**src/rtl/acc_sequencer.sv**
```systemverilog
// Instruction sequencer for a 4-bit accumulator datapath.
// It drives an external ALU and the accumulator register control strobes, using an IDLE/EXEC/WRITE FSM.
module acc_sequencer (
  input  logic       clk,
  input  logic       rst_n,
  input  logic       instr_valid,
  output logic       instr_ready,
  input  logic [3:0] instr_op,
  input  logic [3:0] instr_data,
  output logic [2:0] alu_oc,
  output logic [3:0] alu_a,
  output logic [3:0] alu_b,
  input  logic [3:0] alu_f,
  output logic       reg_cl,
  output logic       reg_ld,
  output logic       reg_inc,
  output logic       reg_dec,
  output logic       reg_sr,
  output logic       reg_ir,
  output logic       reg_sl,
  output logic       reg_il,
  output logic [3:0] reg_in,
  input  logic [3:0] reg_out,
  output logic       rd_valid,
  output logic [3:0] rd_data,
  output logic       done,
  output logic [7:0] instr_cnt
);
  localparam logic [1:0] IDLE  = 2'd0;
  localparam logic [1:0] EXEC  = 2'd1;
  localparam logic [1:0] WRITE = 2'd2;

  typedef struct packed {
    logic [3:0] op;
    logic [3:0] data;
  } instr_t;

  logic [1:0] state;
  instr_t     cur;
  logic [3:0] result;
  logic [3:0] rd_hold;
  logic       accept;

  assign accept = instr_valid && instr_ready;

  always_ff @(posedge clk or negedge rst_n) begin
    if (!rst_n) begin
      state     <= IDLE;
      cur       <= '0;
      result    <= '0;
      rd_hold   <= '0;
      instr_cnt <= '0;
    end else begin
      case (state)
        IDLE: if (accept) begin
          cur   <= '{op: instr_op, data: instr_data};
          state <= instr_op[3] ? WRITE : EXEC;
        end
        EXEC: begin
          result <= alu_f;
          state  <= WRITE;
        end
        WRITE: begin
          state     <= IDLE;
          instr_cnt <= instr_cnt + 8'd1;
          if (cur.op == 4'b1111) rd_hold <= reg_out;
        end
        default: state <= IDLE;
      endcase
    end
  end

  always_comb begin
    instr_ready = (state == IDLE);
    alu_oc   = '0;
    alu_a    = '0;
    alu_b    = '0;
    reg_cl   = 1'b0;
    reg_ld   = 1'b0;
    reg_inc  = 1'b0;
    reg_dec  = 1'b0;
    reg_sr   = 1'b0;
    reg_ir   = 1'b0;
    reg_sl   = 1'b0;
    reg_il   = 1'b0;
    reg_in   = '0;
    rd_valid = 1'b0;
    rd_data  = rd_hold;
    done     = 1'b0;
    if (state == EXEC) begin
      alu_oc = cur.op[2:0];
      alu_a  = reg_out;
      alu_b  = cur.data;
    end
    if (state == WRITE) begin
      done = 1'b1;
      if (!cur.op[3]) begin
        reg_ld = 1'b1;
        reg_in = result;
      end else begin
        case (cur.op[2:0])
          3'b000: reg_cl = 1'b1;
          3'b001: begin reg_ld = 1'b1; reg_in = cur.data; end
          3'b010: reg_inc = 1'b1;
          3'b011: reg_dec = 1'b1;
          3'b100: begin reg_sr = 1'b1; reg_ir = cur.data[0]; end
          3'b101: begin reg_sl = 1'b1; reg_il = cur.data[0]; end
          3'b111: begin rd_valid = 1'b1; rd_data = reg_out; end
          default: ;
        endcase
      end
    end
  end
endmodule

```
**config.mk**
```make
export PLATFORM = sky130hd
export DESIGN_NAME = acc_sequencer
export DESIGN_NICKNAME = d
export VERILOG_FILES = /design/src/rtl/acc_sequencer.sv
export SDC_FILE = /design/constraint.sdc
export NUM_CORES = 1
export LEC_CHECK = 0
export BUFFER_PORTS_ARGS = -buffer_cell sky130_fd_sc_hd__buf_2
export CAP_MARGIN = 30
export CORE_MARGIN = 4
export CORE_UTILIZATION = 45
export DETAILED_ROUTE_END_ITERATION = 7
export PLACE_DENSITY = 0.88
export REMOVE_ABC_BUFFERS = 1
export SYNTH_ARGS = -nofsm -noshare
export SYNTH_HDL_FRONTEND = slang
export SYNTH_SLANG_ARGS = --single-unit
```
**constraint.sdc**
```tcl
create_clock -name clk -period 1.8 [get_ports clk]
set_input_delay 0.27 -clock clk [delete_from_list [all_inputs] [get_ports clk]]
set_output_delay 0.27 -clock clk [all_outputs]
set_load 0.005 [all_outputs]
```
# [Word-level counts from Yosys, hierarchy flattened]
# Index checks and enable logic that the tools add are counted.
[word_totals] ff_bits=26 latchBits=0 ram_bits=0 rom_bits=0 input_bits=19 output_inout_bits=38 word_cells=62 mem_count=0
[op_classes] addsub=1 n_mul=0 div=0 order_cmp=0 eq_ne=10 n_shift=0 muxes=40 n_bitwise=0 n_reduce_logical=5
[op_table] operator="$mux 4" count=8
[op_table] operator="$mux 1" count=28
[op_table] operator="$eq 3x3->1 const B" count=3
[op_table] operator="$add 8x1->8 const B" count=1
[op_table] operator="$eq 3x2->1 const B" count=2
[op_table] operator="$eq 4x4->1 const B" count=1
[op_table] operator="$mux 2" count=2
[op_table] operator="$pmux 2 s2" count=1
[op_table] operator="$reduce_and 2->1" count=2
[op_table] operator="$eq 3x1->1 const B" count=1
[op_table] operator="$logic_not 3->1" count=1
[op_table] operator="$mux 3" count=1
[op_table] operator="$eq 2x1->1 const B" count=1
[op_table] operator="$eq 2x2->1 const B" count=1
[op_table] operator="$logic_not 2->1" count=1
[op_table] operator="$ne 2x1->1 const B" count=1
[op_table] operator="$logic_and 1x1->1" count=1

# [Longest topological paths before layout]
[depth] ltp_word=4 depth_mapped=4 ltp_nobuf=4

# [Worst setup path before layout]
# OpenSTA, ideal clock, no wires.
[synth_timing] path_kind="register to output" startpoint="register state[0]" endpoint="output rd_data[0]" arrival_ns=1.175 required_ns=1.530 setup_slack_ns=0.355 path_stages_with_launch=4 path_buffers=0 cell_sequence="dfrtp_1 > nand4b_4 > nor2_8 > mux2_2"
[synth_via] elab_chain_len=2
[synth_lines] item="from (decl)" line_no="38" source="logic [1:0] state;"
[synth_lines] item="from (signal assigned)" line_no="57" source="state <= instr_op[3] ? WRITE : EXEC;"
[synth_lines] item="$eq 2x2->1" line_no="95" source="if (state == WRITE) begin"
[synth_lines] item="$mux 4" line_no="95"
[synth_lines] item="to (decl)" line_no="25" source="output logic [3:0] rd_data,"
# Every way passes these cells.

# [Final worst setup path]
[layout_timing] startpoint="register state[0]" endpoint="output rd_data[1]"
# Same word-level chain as after synthesis.

==> out/results.ini <==
[worst_setup_path]
crit_path_start_kind=flop
r2r-start=state[0]
endpoint_kind=output pin
r2r_end=cur[7]
cp_max_fo=8
cp.required_ns=1.53
slowest_delay_ns=0.43
ff2ff_setup_slack_ns=0.30
crit_chain=nand4b_4 > nor2_8 > mux2_4 > buf_6
crit_arrival_ns=1.63
ff2ff_path_depth=5
crit_type=flop to output pin
slowest_stage=dfrtp_1

[global_routing]
antenna_found_initial=0
grt_pass1_wl_mm=5.84
grt_pass1_vias=1239
grt_max_degree=27
overflow=0
grt_usage_pct=18.4

[timing]
finalWorstPathRequiredPeriod_ns=1.90
fin_tns_setup_ns=-0.573
fmax_mhz=527
setup_slack_ns=-0.0961
setup_viol=11
rsz0062_at_grt=yes
drv_slew=0
skew_ns=0.00416
min_period_over_period_pct=105
whs_ns=0.121
worst_slew_pin_slew_ns=0.597
hold_viol_final=0
slew_headroom_pct=60.2

[finish]
drive_gt1_share_pct=57.7
fill_cells=224
finalNonFillerCells=213
seq_area_um2=656
stdcell_area_um2=1840
fin_nets=203
final_common_cell=buf_2
multi_input_area_um2=697
syn_to_final_growth_pct=35.5
layout_common_cells=buf_2, dfrtp_1, and2_1, mux2_4, buf_4
diodes=0

[cts]
cts_buffers=3
clockBufferDepth=2
clkTransAtPathRegs_ns=0.15
root_buffer=clkbuf_4
clock_sinks=26
clock_latency_ns=0.32
ctsHtreeMaxLevel=1
cts_tree=yes

[drt]
via_per_inst=5.40
drt_pass1_iterations=4
antenna_left=0
avgRoutedWirePerCell_um=17.0
wirelength_mm=3.62
drc=0
drt_iter0_drc=14
vias=1150

[logic_synthesis]
netlist_instances=114
syn-cell-area_um2=1360
ys.flop_type=dfrtp_1
ys_seq_area_share_pct=47.8
ys_seq_elements=26
yosys_warnings=0
yosysUniqueCellTypes=30
async_flop_share_pct=100
synth_edf_count=0
syn_avg_cell_area_um2=11.9

[pwr]
fin_total_pwr_uw=1930
clkPwrFrac_pct=15.9
p_int_uw=1300
comb_power_share_pct=36.3
vdd_ir_drop_max_v=0.000682
p_sw_uw=631
power.share.sequential_pct=47.8
power.density_nw_per_um2=1050
leakagePower_uw=0.000997
p_sw_share_pct=32.7

[status]
status=finished with violations
violations=negative setup slack

[placed_design]
port_buffers=56
dp.final_hpwl_mm=2.54
placed_cells=201
place.gp.congestion=0.823
dpl_cell_area_um2=1680

[run]
maxCapViolCount=0

[die]
io_pins=57
core_area_um2=2830
chipHeight_um=63.0
start_util_pct=48.1
die_area_um2=3970
dieWidth_um=63.0
row_count=19

[hold_path]
whs_path_depth=2
holdCritStartpoint=instr_op[3]
hold_end=state[0]
hp-class=primary input to flop

cell families after synthesis:
| kind of cell | count (synthesis) | synth area share, % |
|---|---|---|
| fa+ha+maj | 1 | 0.920 |
| buf+inv | 7 | 3.22 |
| simple gates | 47 | 21.7 |
| compound gates | 7 | 3.68 |
| mux | 20 | 18.8 |
| flops | 26 | 47.8 |
| xor+xnor | 6 | 3.86 |
synthesized netlist by cell type, types with 2 or more instances:
cell / n / area, um^2
or3_1: 2 / 12.5
nand2b_1: 2 / 12.5
nand3_1: 2 / 10.0
nor3b_1: 2 / 15.0
mux2_4: 8 / 120
buf_6: 2 / 22.5
and2_1: 12 / 75.1
xnor2_1: 4 / 35.0
a22o_1: 4 / 35.0
a21oi_1: 2 / 10.0
nand4_1: 3 / 18.8
mux2_2: 12 / 135
nor2_1: 4 / 15.0
nand2_1: 8 / 30.0
inv_1: 2 / 7.51
nor2b_1: 2 / 12.5
xor2_1: 2 / 17.5
nor4_1: 2 / 12.5
nor3_1: 3 / 15.0
dfrtp_1: 26 / 651
per-layer routing:
metal / part of all wire (%) / up-vias / GRT usage (%) / wire [um]
li1: - / 532 / - / -
met1: 39 / 570 / 21.3 / 1430
met2: 53 / 40 / 33.1 / 1930
met3: 5.4 / 8 / 3.42 / 197
met4: 1.6 / 0 / 7.16 / 59
met5: 0 / - / 0 / 0
flip-flops by register name (all words and copies together) (netlist names):
name       flops
instr_cnt      8
state          2
result         4
rd_hold        4
cur            8
critical path: cells and delay by family, from the launching register on:
| family | cells | cell delay [ns] |
|---|---|---|
| buf+inv | 1 | 0.12 |
| simple gates | 2 | 0.43 |
| flops | 1 | 0.43 |
| mux | 1 | 0.33 |
cell type report:
cell class | count | share of cell area (%)
Multi-Input combinational cell | 81 | 37.8
Sequential cell | 26 | 35.6
Timing Repair Buffer | 69 | 22.0
Tap cell | 31 | 2.10
Clock buffer | 4 | 1.97
Inverter | 2 | 0.543
per-stage QoR:
stage | utilization (%) | setup WS [ns]
floorplan | - | 0.318
global placement | 59.4 | 0.215
detailed placement | 59.4 | 0.177
CTS | 63.8 | -0.0895
global route | 65.1 | -0.174
finish | 65.1 | -0.0961
timing repair:
action / CTS / global route
hold buffers: 1 / 0
setup buffers: 4 / 3
setup endpoints to repair: 12 / 26
gates resized for setup: 14 / 4
hold endpoints to repair: 26 / 0
pin swaps: 1 / 1
gates cloned: 0 / 0
worst max path at each step:
stage	start	end	slack, ns
finish	state[0]	rd_data[1]	-0.1
CTS	state[0]	rd_data[3]	-0.09
global placement	state[0]	rd_data[1]	0.21
detailed placement	state[0]	rd_data[3]	0.18
floorplan	state[0]	reg_inc	0.32
global route	state[0]	reg_inc	-0.17
power by group through the flow:
stage | clock, uW | sequential, uW | combinational, uW
2_1_floorplan | 0 | 893 | 342
3_3_place_gp | 0 | 900 | 558
3_5_place_dp | 0 | 920 | 588
4_1_cts | 306 | 915 | 687
5_1_grt | 334 | 949 | 766
6_report | 307 | 921 | 701
Note: power is estimated with default switching activity, not from simulation.
